[config.mk]
export PLATFORM = sky130hd
export DESIGN_NAME = cond_unit
export DESIGN_NICKNAME = d
export VERILOG_FILES = /design/src/rtl/cond_pkg.sv /design/src/rtl/cond_check.sv /design/src/rtl/cond_unit.sv
export SDC_FILE = /design/constraint.sdc
export NUM_CORES = 1
export LEC_CHECK = 0
export ABC_AREA = 1
export CAP_MARGIN = 20
export CORE_MARGIN = 2
export CORE_UTILIZATION = 25
export CTS_BUF_LIST = sky130_fd_sc_hd__clkbuf_4
export DETAILED_ROUTE_END_ITERATION = 8
export GPL_ROUTABILITY_DRIVEN = 0
export PLACE_DENSITY = 0.62
export SYNTH_ARGS = -nofsm -noshare
export SYNTH_HDL_FRONTEND = slang
export SYNTH_SLANG_ARGS = --single-unit
[constraint.sdc]
create_clock -name clk -period 3.1 [get_ports clk]
set_input_delay 0.62 -clock clk [delete_from_list [all_inputs] [get_ports clk]]
set_output_delay 0.62 -clock clk [all_outputs]
set_load 0.005 [all_outputs]
[src/rtl/cond_pkg.sv]
// Shared definitions for the condition/flag execute stage.
// - Condition-code encodings (instruction bits [31:28]).
// - Bit positions of N, Z, C and V inside the 4-bit flag vector.
// - Bit positions inside the decoder's 2-bit FlagW request.
package cond_pkg;

  localparam logic [3:0] COND_EQ = 4'b0000;
  localparam logic [3:0] COND_NE = 4'b0001;
  localparam logic [3:0] COND_CS = 4'b0010;
  localparam logic [3:0] COND_CC = 4'b0011;
  localparam logic [3:0] COND_MI = 4'b0100;
  localparam logic [3:0] COND_PL = 4'b0101;
  localparam logic [3:0] COND_VS = 4'b0110;
  localparam logic [3:0] COND_VC = 4'b0111;
  localparam logic [3:0] COND_HI = 4'b1000;
  localparam logic [3:0] COND_LS = 4'b1001;
  localparam logic [3:0] COND_GE = 4'b1010;
  localparam logic [3:0] COND_LT = 4'b1011;
  localparam logic [3:0] COND_GT = 4'b1100;
  localparam logic [3:0] COND_LE = 4'b1101;
  localparam logic [3:0] COND_AL = 4'b1110;
  localparam logic [3:0] COND_NV = 4'b1111;

  localparam int unsigned FLAG_N = 3;
  localparam int unsigned FLAG_Z = 2;
  localparam int unsigned FLAG_C = 1;
  localparam int unsigned FLAG_V = 0;

  localparam int unsigned FLAGW_NZ = 1;
  localparam int unsigned FLAGW_CV = 0;

endpackage

[src/rtl/cond_check.sv]
// Combinational condition evaluator.
// Ports:
//   Cond   [3:0] in  : instruction condition field
//   Flags  [3:0] in  : registered {N,Z,C,V}
//   CondEx       out : 1 when the condition passes (reserved 1111 never passes)
module cond_check
  import cond_pkg::*;
(
  input  logic [3:0] Cond,
  input  logic [3:0] Flags,
  output logic       CondEx
);

  logic n, z, c, v;

  assign n = Flags[FLAG_N];
  assign z = Flags[FLAG_Z];
  assign c = Flags[FLAG_C];
  assign v = Flags[FLAG_V];

  always_comb begin
    CondEx = 1'b0;
    case (Cond)
      COND_EQ: CondEx = z;
      COND_NE: CondEx = ~z;
      COND_CS: CondEx = c;
      COND_CC: CondEx = ~c;
      COND_MI: CondEx = n;
      COND_PL: CondEx = ~n;
      COND_VS: CondEx = v;
      COND_VC: CondEx = ~v;
      COND_HI: CondEx = c & ~z;
      COND_LS: CondEx = ~c | z;
      COND_GE: CondEx = (n == v);
      COND_LT: CondEx = (n != v);
      COND_GT: CondEx = ~z & (n == v);
      COND_LE: CondEx = z | (n != v);
      COND_AL: CondEx = 1'b1;
      COND_NV: CondEx = 1'b0;
      default: CondEx = 1'b0;
    endcase
  end

endmodule

[src/rtl/cond_unit.sv]
// Execute-stage conditional logic: holds NZCV, gates the decoder's write and
// branch strobes on the instruction condition, and squashes the wrong-path
// instructions that follow a taken PC write.
// Ports:
//   clk, reset          : clock, synchronous active-high reset
//   InstrValid          : instruction present this cycle
//   Cond[3:0]           : condition field
//   ALUFlags[3:0]       : this instruction's {N,Z,C,V} result
//   FlagW[1:0]          : flag-write request ([1] N,Z  [0] C,V)
//   PCS, RegW, MemW     : decoder strobes
//   PCSrc, RegWrite, MemWrite : gated strobes (combinational)
//   CondEx              : condition passed against registered flags
//   Flags[3:0]          : registered {N,Z,C,V}
//   Squash              : current instruction is being killed
module cond_unit
  import cond_pkg::*;
#(
  parameter int unsigned FLUSH_CYCLES = 2
) (
  input  logic       clk,
  input  logic       reset,
  input  logic       InstrValid,
  input  logic [3:0] Cond,
  input  logic [3:0] ALUFlags,
  input  logic [1:0] FlagW,
  input  logic       PCS,
  input  logic       RegW,
  input  logic       MemW,
  output logic       PCSrc,
  output logic       RegWrite,
  output logic       MemWrite,
  output logic       CondEx,
  output logic [3:0] Flags,
  output logic       Squash
);

  localparam int unsigned CNT_W = (FLUSH_CYCLES < 1) ? 1 : $clog2(FLUSH_CYCLES + 1);
  localparam logic [CNT_W-1:0] FLUSH_LOAD = CNT_W'(FLUSH_CYCLES);

  logic [3:0]       flags_q, flags_d;
  logic [CNT_W-1:0] cnt_q, cnt_d;
  logic             exec;

  cond_check u_cond_check (
    .Cond   (Cond),
    .Flags  (flags_q),
    .CondEx (CondEx)
  );

  assign Flags  = flags_q;
  assign Squash = (cnt_q != '0);

  // Reset is folded into exec so every gated strobe is low while reset is held.
  assign exec     = InstrValid & CondEx & ~Squash & ~reset;
  assign PCSrc    = PCS  & exec;
  assign RegWrite = RegW & exec;
  assign MemWrite = MemW & exec;

  always_comb begin
    flags_d = flags_q;
    if (exec && FlagW[FLAGW_NZ]) begin
      flags_d[FLAG_N] = ALUFlags[FLAG_N];
      flags_d[FLAG_Z] = ALUFlags[FLAG_Z];
    end
    if (exec && FlagW[FLAGW_CV]) begin
      flags_d[FLAG_C] = ALUFlags[FLAG_C];
      flags_d[FLAG_V] = ALUFlags[FLAG_V];
    end
  end

  // A redirect cannot happen while squashing (exec is low), so the reload and
  // the decrement are mutually exclusive; bubbles do not consume a slot.
  always_comb begin
    cnt_d = cnt_q;
    if (PCSrc) begin
      cnt_d = FLUSH_LOAD;
    end else if (Squash && InstrValid) begin
      cnt_d = cnt_q - CNT_W'(1);
    end
  end

  always_ff @(posedge clk) begin
    if (reset) begin
      flags_q <= '0;
      cnt_q   <= '0;
    end else begin
      flags_q <= flags_d;
      cnt_q   <= cnt_d;
    end
  end

endmodule

Word-level counts from Yosys, hierarchy flattened
Index checks and enable logic that the tools add are counted.
{"block": "word_totals", "register_bits": 6, "input_bits": 16}
{"block": "classes", "addsub": 1, "n_eq_ne": 17, "mux": 3, "bitwise_logic": 16, "n_reduce_logical": 7}
{"operator": "$eq A4 B4 Y1 const B", "n": 8}
{"operator": "$eq A4 B3 Y1 const B", "n": 4}
{"operator": "$pmux W1 S16", "n": 1}
{"operator": "$and A1 B1 Y1", "n": 8}
{"operator": "$eq A4 B2 Y1 const B", "n": 2}
{"operator": "$not A1 Y1", "n": 6}
{"operator": "$eq A4 B1 Y1 const B", "n": 1}
{"operator": "$logic_not A4 Y1", "n": 1}
{"operator": "$mux W2", "n": 2}
{"operator": "$reduce_bool A2 Y1", "n": 2}
{"operator": "$logic_and A1 B1 Y1", "n": 3}
{"operator": "$or A1 B1 Y1", "n": 2}
{"operator": "$reduce_or A2 Y1", "n": 1}
{"operator": "$sub A2 B1 Y2 const B", "n": 1}
{"operator": "$eq A1 B1 Y1", "n": 1}
{"operator": "$ne A1 B1 Y1", "n": 1}

Depth between registers and ports, before layout
{"block": "depth", "word_depth": 8, "depth_mapped": 13, "mapped_depth_nobuf": 13}

Modules after synthesis
From an unflattened synthesis, not the netlist that was laid out.
{"block": "unflattened", "hier_cells": 107, "area_unflattened_um2": 574.3}
{"mod": "cond_unit", "n_inst": 1, "cells_per_inst": 62, "area_each_um2": 369.1, "seq_area_each_um2": 120.1}
{"mod": "cond_check", "n_inst": 1, "cells_per_inst": 45, "area_each_um2": 205.2, "seq_area_each_um2": 0.0}

Worst setup path before layout
Ideal clock, no wire load.
{"block": "synth_path", "path_kind": "input to output", "start": "in Cond[1]", "end": "out MemWrite", "t_arrival_ns": 1.421, "t_required_ns": 2.480, "slack_ns": 1.059, "cell_stages": 9, "cell_sequence": "nor3_2 > nand2_1 > nand2_1 > nand2_1 > nand3_2 > nand2_4 > a21boi_4 > nand2_1 > nor2_1"}
{"block": "synth_between", "elab_chain_len": 6}
{"element": "from (decl)", "line": "cond_unit.sv:23", "rtl": "input logic [3:0] Cond,"}
{"element": "$eq A4 B4 Y1 (tied with other cells)", "line": "cond_check.sv:23", "rtl": "case (Cond)"}
{"element": "$pmux W1 S16 (*)", "line": "cond_check.sv:23"}
{"element": "via CondEx", "line": "cond_unit.sv:32", "rtl": "output logic CondEx,"}
{"element": "$and A1 B1 Y1 (*) (3 in a row)", "line": "cond_unit.sv:54", "rtl": "assign exec = InstrValid & CondEx & ~Squash & ~reset;"}
{"element": "$and A1 B1 Y1 (*)", "line": "cond_unit.sv:57", "rtl": "assign MemWrite = MemW & exec;"}
{"element": "to (decl)", "line": "cond_unit.sv:31", "rtl": "output logic MemWrite,"}
Mark *: on every way through the listed nets, which the timed path passes. The rest lies on a longest branch.

Final worst setup path
{"block": "layout_path", "start": "in Cond[3]", "end": "out MemWrite"}
{"block": "layout_between", "elab_chain_len": 6}
{"element": "$eq A4 B4 Y1 (tied with other cells)", "line": "cond_check.sv:23"}
{"element": "$pmux W1 S16 (*)", "line": "cond_check.sv:23"}
{"element": "$and A1 B1 Y1 (*) (3 in a row)", "line": "cond_unit.sv:54"}
{"element": "$and A1 B1 Y1 (*)", "line": "cond_unit.sv:57"}
Every way passes the cells marked *; elsewhere a longest branch is shown, timed or not.

==> results.sh <==
export IMPL_ir_drop_uv=248.7
export IMPL_cts_root_buf="clkbuf_4"
export IMPL_post_route_util_pct=44.63
export IMPL_h_tree_depth=1
export IMPL_syn_cell_area_sq_um=541.8
export IMPL_grt_pass1_vias=594
export IMPL_reg2reg_slack_ns=1.40
export IMPL_synth_cells=93
export IMPL_hold_viol=0
export IMPL_slew_violations=0
export IMPL_clockPowerShare_pct=24.5
export IMPL_period_share_pct=95.78
export IMPL_layout_min_cycle_time_ns=2.969
export IMPL_dp_hpwl_microns=1143
export IMPL_gr_total_overflow=0
export IMPL_p_comb_share_pct=44.7
export IMPL_clock_sinks=6
export IMPL_p_sw_mw=0.09399
export IMPL_cts_hold_buf=0
export IMPL_syn_avg_cell_area_sq_um=5.825
export IMPL_arrival_ns=2.35
export IMPL_slew_headroom_pct=74.25
export IMPL_top_level_ports=25
export IMPL_cts_tree="yes"
export IMPL_yosysSeqAreaShare_pct=22.17
export IMPL_vias_per_cell=4.294
export IMPL_clk_latency_ns=0.24
export IMPL_numCtsBuffers=3
export IMPL_finalSetupViolCount=0
export IMPL_synth_seq_cells=6
export IMPL_status="complete, no violations"
export IMPL_drc=0
export IMPL_final_cell_area_sq_um=893.4
export IMPL_worst_slew_pin_slew_ns=0.3848
export IMPL_drive_gt1_share_pct=18.25
export IMPL_die_area_sq_um=2555
export IMPL_routedWlPerCell_microns=9.150
export IMPL_grt_max_degree=9
export IMPL_pwr_share_seq_pct=30.8
export IMPL_final_antenna_net_count=0
export IMPL_port_buffers=24
export IMPL_max_cap_violations=0
export IMPL_vias=657
export IMPL_crit_fanout=3
export IMPL_placed_cell_area_sq_um=853.3
export IMPL_nets=145
export IMPL_layout_setup_ws_ns=0.1308
export IMPL_grtUsageTotal_pct=11.83
export IMPL_syn_to_final_growth_pct=64.90
export IMPL_timing_hold_worst_class="flop to flop"
export IMPL_pre_cts_ws_ns=-0.1349
export IMPL_pwr_density_cell_nw_per_um2=327.4
export IMPL_wl_microns=1400
export IMPL_die_w_microns=50.55
export IMPL_initial_core_util_pct=27.06
export IMPL_synthDistinctLibCells=19
export IMPL_die_h_microns=50.55
export IMPL_num_rows=16
export IMPL_endpoint_kind="primary output"
export IMPL_drtIter0Drc=5
export IMPL_drt_pass1_iterations=4
export IMPL_crit_required_ns=2.48
export IMPL_grt_pass1_wl_microns=2283
export IMPL_leakage_nw=0.4779
export IMPL_max_freq_mhz=336.8
export IMPL_cts_path_max_buffers=2
export IMPL_core_sq_um=2002
export IMPL_path_clk_slew_ns=0.05
export IMPL_syn_nets=110
export IMPL_ys_warnings_count=0
export IMPL_worst_clock_skew_ns=0.002064
export IMPL_switching_share_pct=32.13
export IMPL_grt_antenna_before_repair=0
export IMPL_internal_power_mw=0.1985
export IMPL_start_kind="input pin"
export IMPL_fill_cells=216
export IMPL_antenna_cells=0
export IMPL_criticalPathCategory="input pin to primary output"
layout make-up:
type,count,area (sq um),share of cell area (%)
Multi-Input combinational cell,71,367.9,41.18
Timing Repair Buffer,30,289.0,32.35
Sequential cell,6,120.1,13.45
Inverter,16,60.06,6.723
Tap cell,27,33.78,3.782
Clock buffer,3,22.52,2.521
worst paths after layout:
kind | startpoint | end | depth (start not counted)
setup / recovery | Cond[3] | MemWrite | 9
hold / removal | cnt_q[1] | cnt_q[1] | 2
setup reg to reg | Flags[3] | cnt_q[0] | 13
hold reg to reg | cnt_q[1] | cnt_q[1] | 2
per-layer routing:
metal	wire length [microns]	GRT usage (%)
met1	601	12.55
met2	739	21.05
met3	50	2.976
met4	8	6.757
met5	0	0
power groups by stage:
stage | registers, mW | clock network [mW] | logic (mW)
after floorplan | 0.0908 | 0 | 0.0679
after global placement | 0.0912 | 0 | 0.127
after detailed placement | 0.0915 | 0 | 0.130
after CTS | 0.0900 | 0.0768 | 0.130
after global routing | 0.0908 | 0.0807 | 0.147
final | 0.0901 | 0.0715 | 0.131
synth_stat cells:
cell      count  share of area [%]
a21oi_2       1                1.6
or2_1         1                1.2
o21ai_0       1               0.92
nand3_2       2                3.7
inv_2         2                1.4
ha_1          1                2.3
nor3_2        1                1.8
xor2_1        1                1.6
inv_1        14                9.7
nand4_2       2                4.6
nand2_1      32                 22
a21oi_1       2                1.8
nand3_1       5                4.6
o21ai_1       2                1.8
nand2_4       1                2.1
nor2_1       17                 12
nand2_2       1                1.2
dfxtp_1       6                 22
a21boi_4      1                3.5
cell families (layout without fill, tap and decap cells):
logic type,after synthesis,in the layout,share of synthesized area (%)
AND/OR/NAND/NOR,62,62,53.12
buffers and inverters,16,49,11.09
AO/OA/AOI/OAI,7,7,9.700
flip-flops,6,6,22.17
adder cells (fa/ha/maj),1,1,2.309
XOR/XNOR,1,1,1.617
metrics by stage:
step	power, mW	std cells	setup TNS [ns]	hold WS, ns
after floorplan	0.1587	93	0	0.5143
after global placement	0.2185	149	-0.3873	0.5295
after detailed placement	0.2213	149	-0.4134	0.5497
after CTS	0.2964	152	0	0.5632
after global routing	0.3182	153	-0.01016	0.5956
final	0.2925	153	0	0.5531
flip-flops by register name, summed over array words and instances, names as in the netlist:
signal,count
Flags,4
cnt_q,2
worst max-delay path, stage by stage:
cell	delay (ns)
clkdlybuf4s50_1	0.48
nor2_1	0.17
nand3_1	0.09
nand2_1	0.08
inv_2	0.05
a21boi_4	0.18
nand2_2	0.07
nor2_1	0.09
clkdlybuf4s50_1	0.50
timing repair:
item / CTS / global route
endpoints found under the setup margin: 4 / 3
pin swaps: 0 / 2
setup buffers: 0 / 1
gates resized for setup: 2 / 6
placed cells by master, fill, tap and decap left out:
| cell | count |
|---|---|
| nand2_2 | 2 |
| xor2_1 | 1 |
| a21oi_1 | 2 |
| nand3_2 | 2 |
| or2_1 | 1 |
| o21ai_2 | 1 |
| buf_4 | 6 |
| dfxtp_1 | 6 |
| nand2_1 | 31 |
| dlygate4sd2_1 | 1 |
| nand4_2 | 2 |
| o21ai_1 | 1 |
| clkbuf_4 | 3 |
| a21oi_2 | 1 |
| dlymetal6s2s_1 | 2 |
| inv_2 | 3 |
| ha_1 | 1 |
| nand2_4 | 1 |
| clkdlybuf4s15_1 | 1 |
| o21ai_0 | 1 |
| a21boi_4 | 1 |
| nor2_1 | 17 |
| nor3_2 | 1 |
| clkdlybuf4s50_1 | 20 |
| nand3_1 | 5 |
| inv_1 | 13 |
Power figures use the tool's default switching activity.
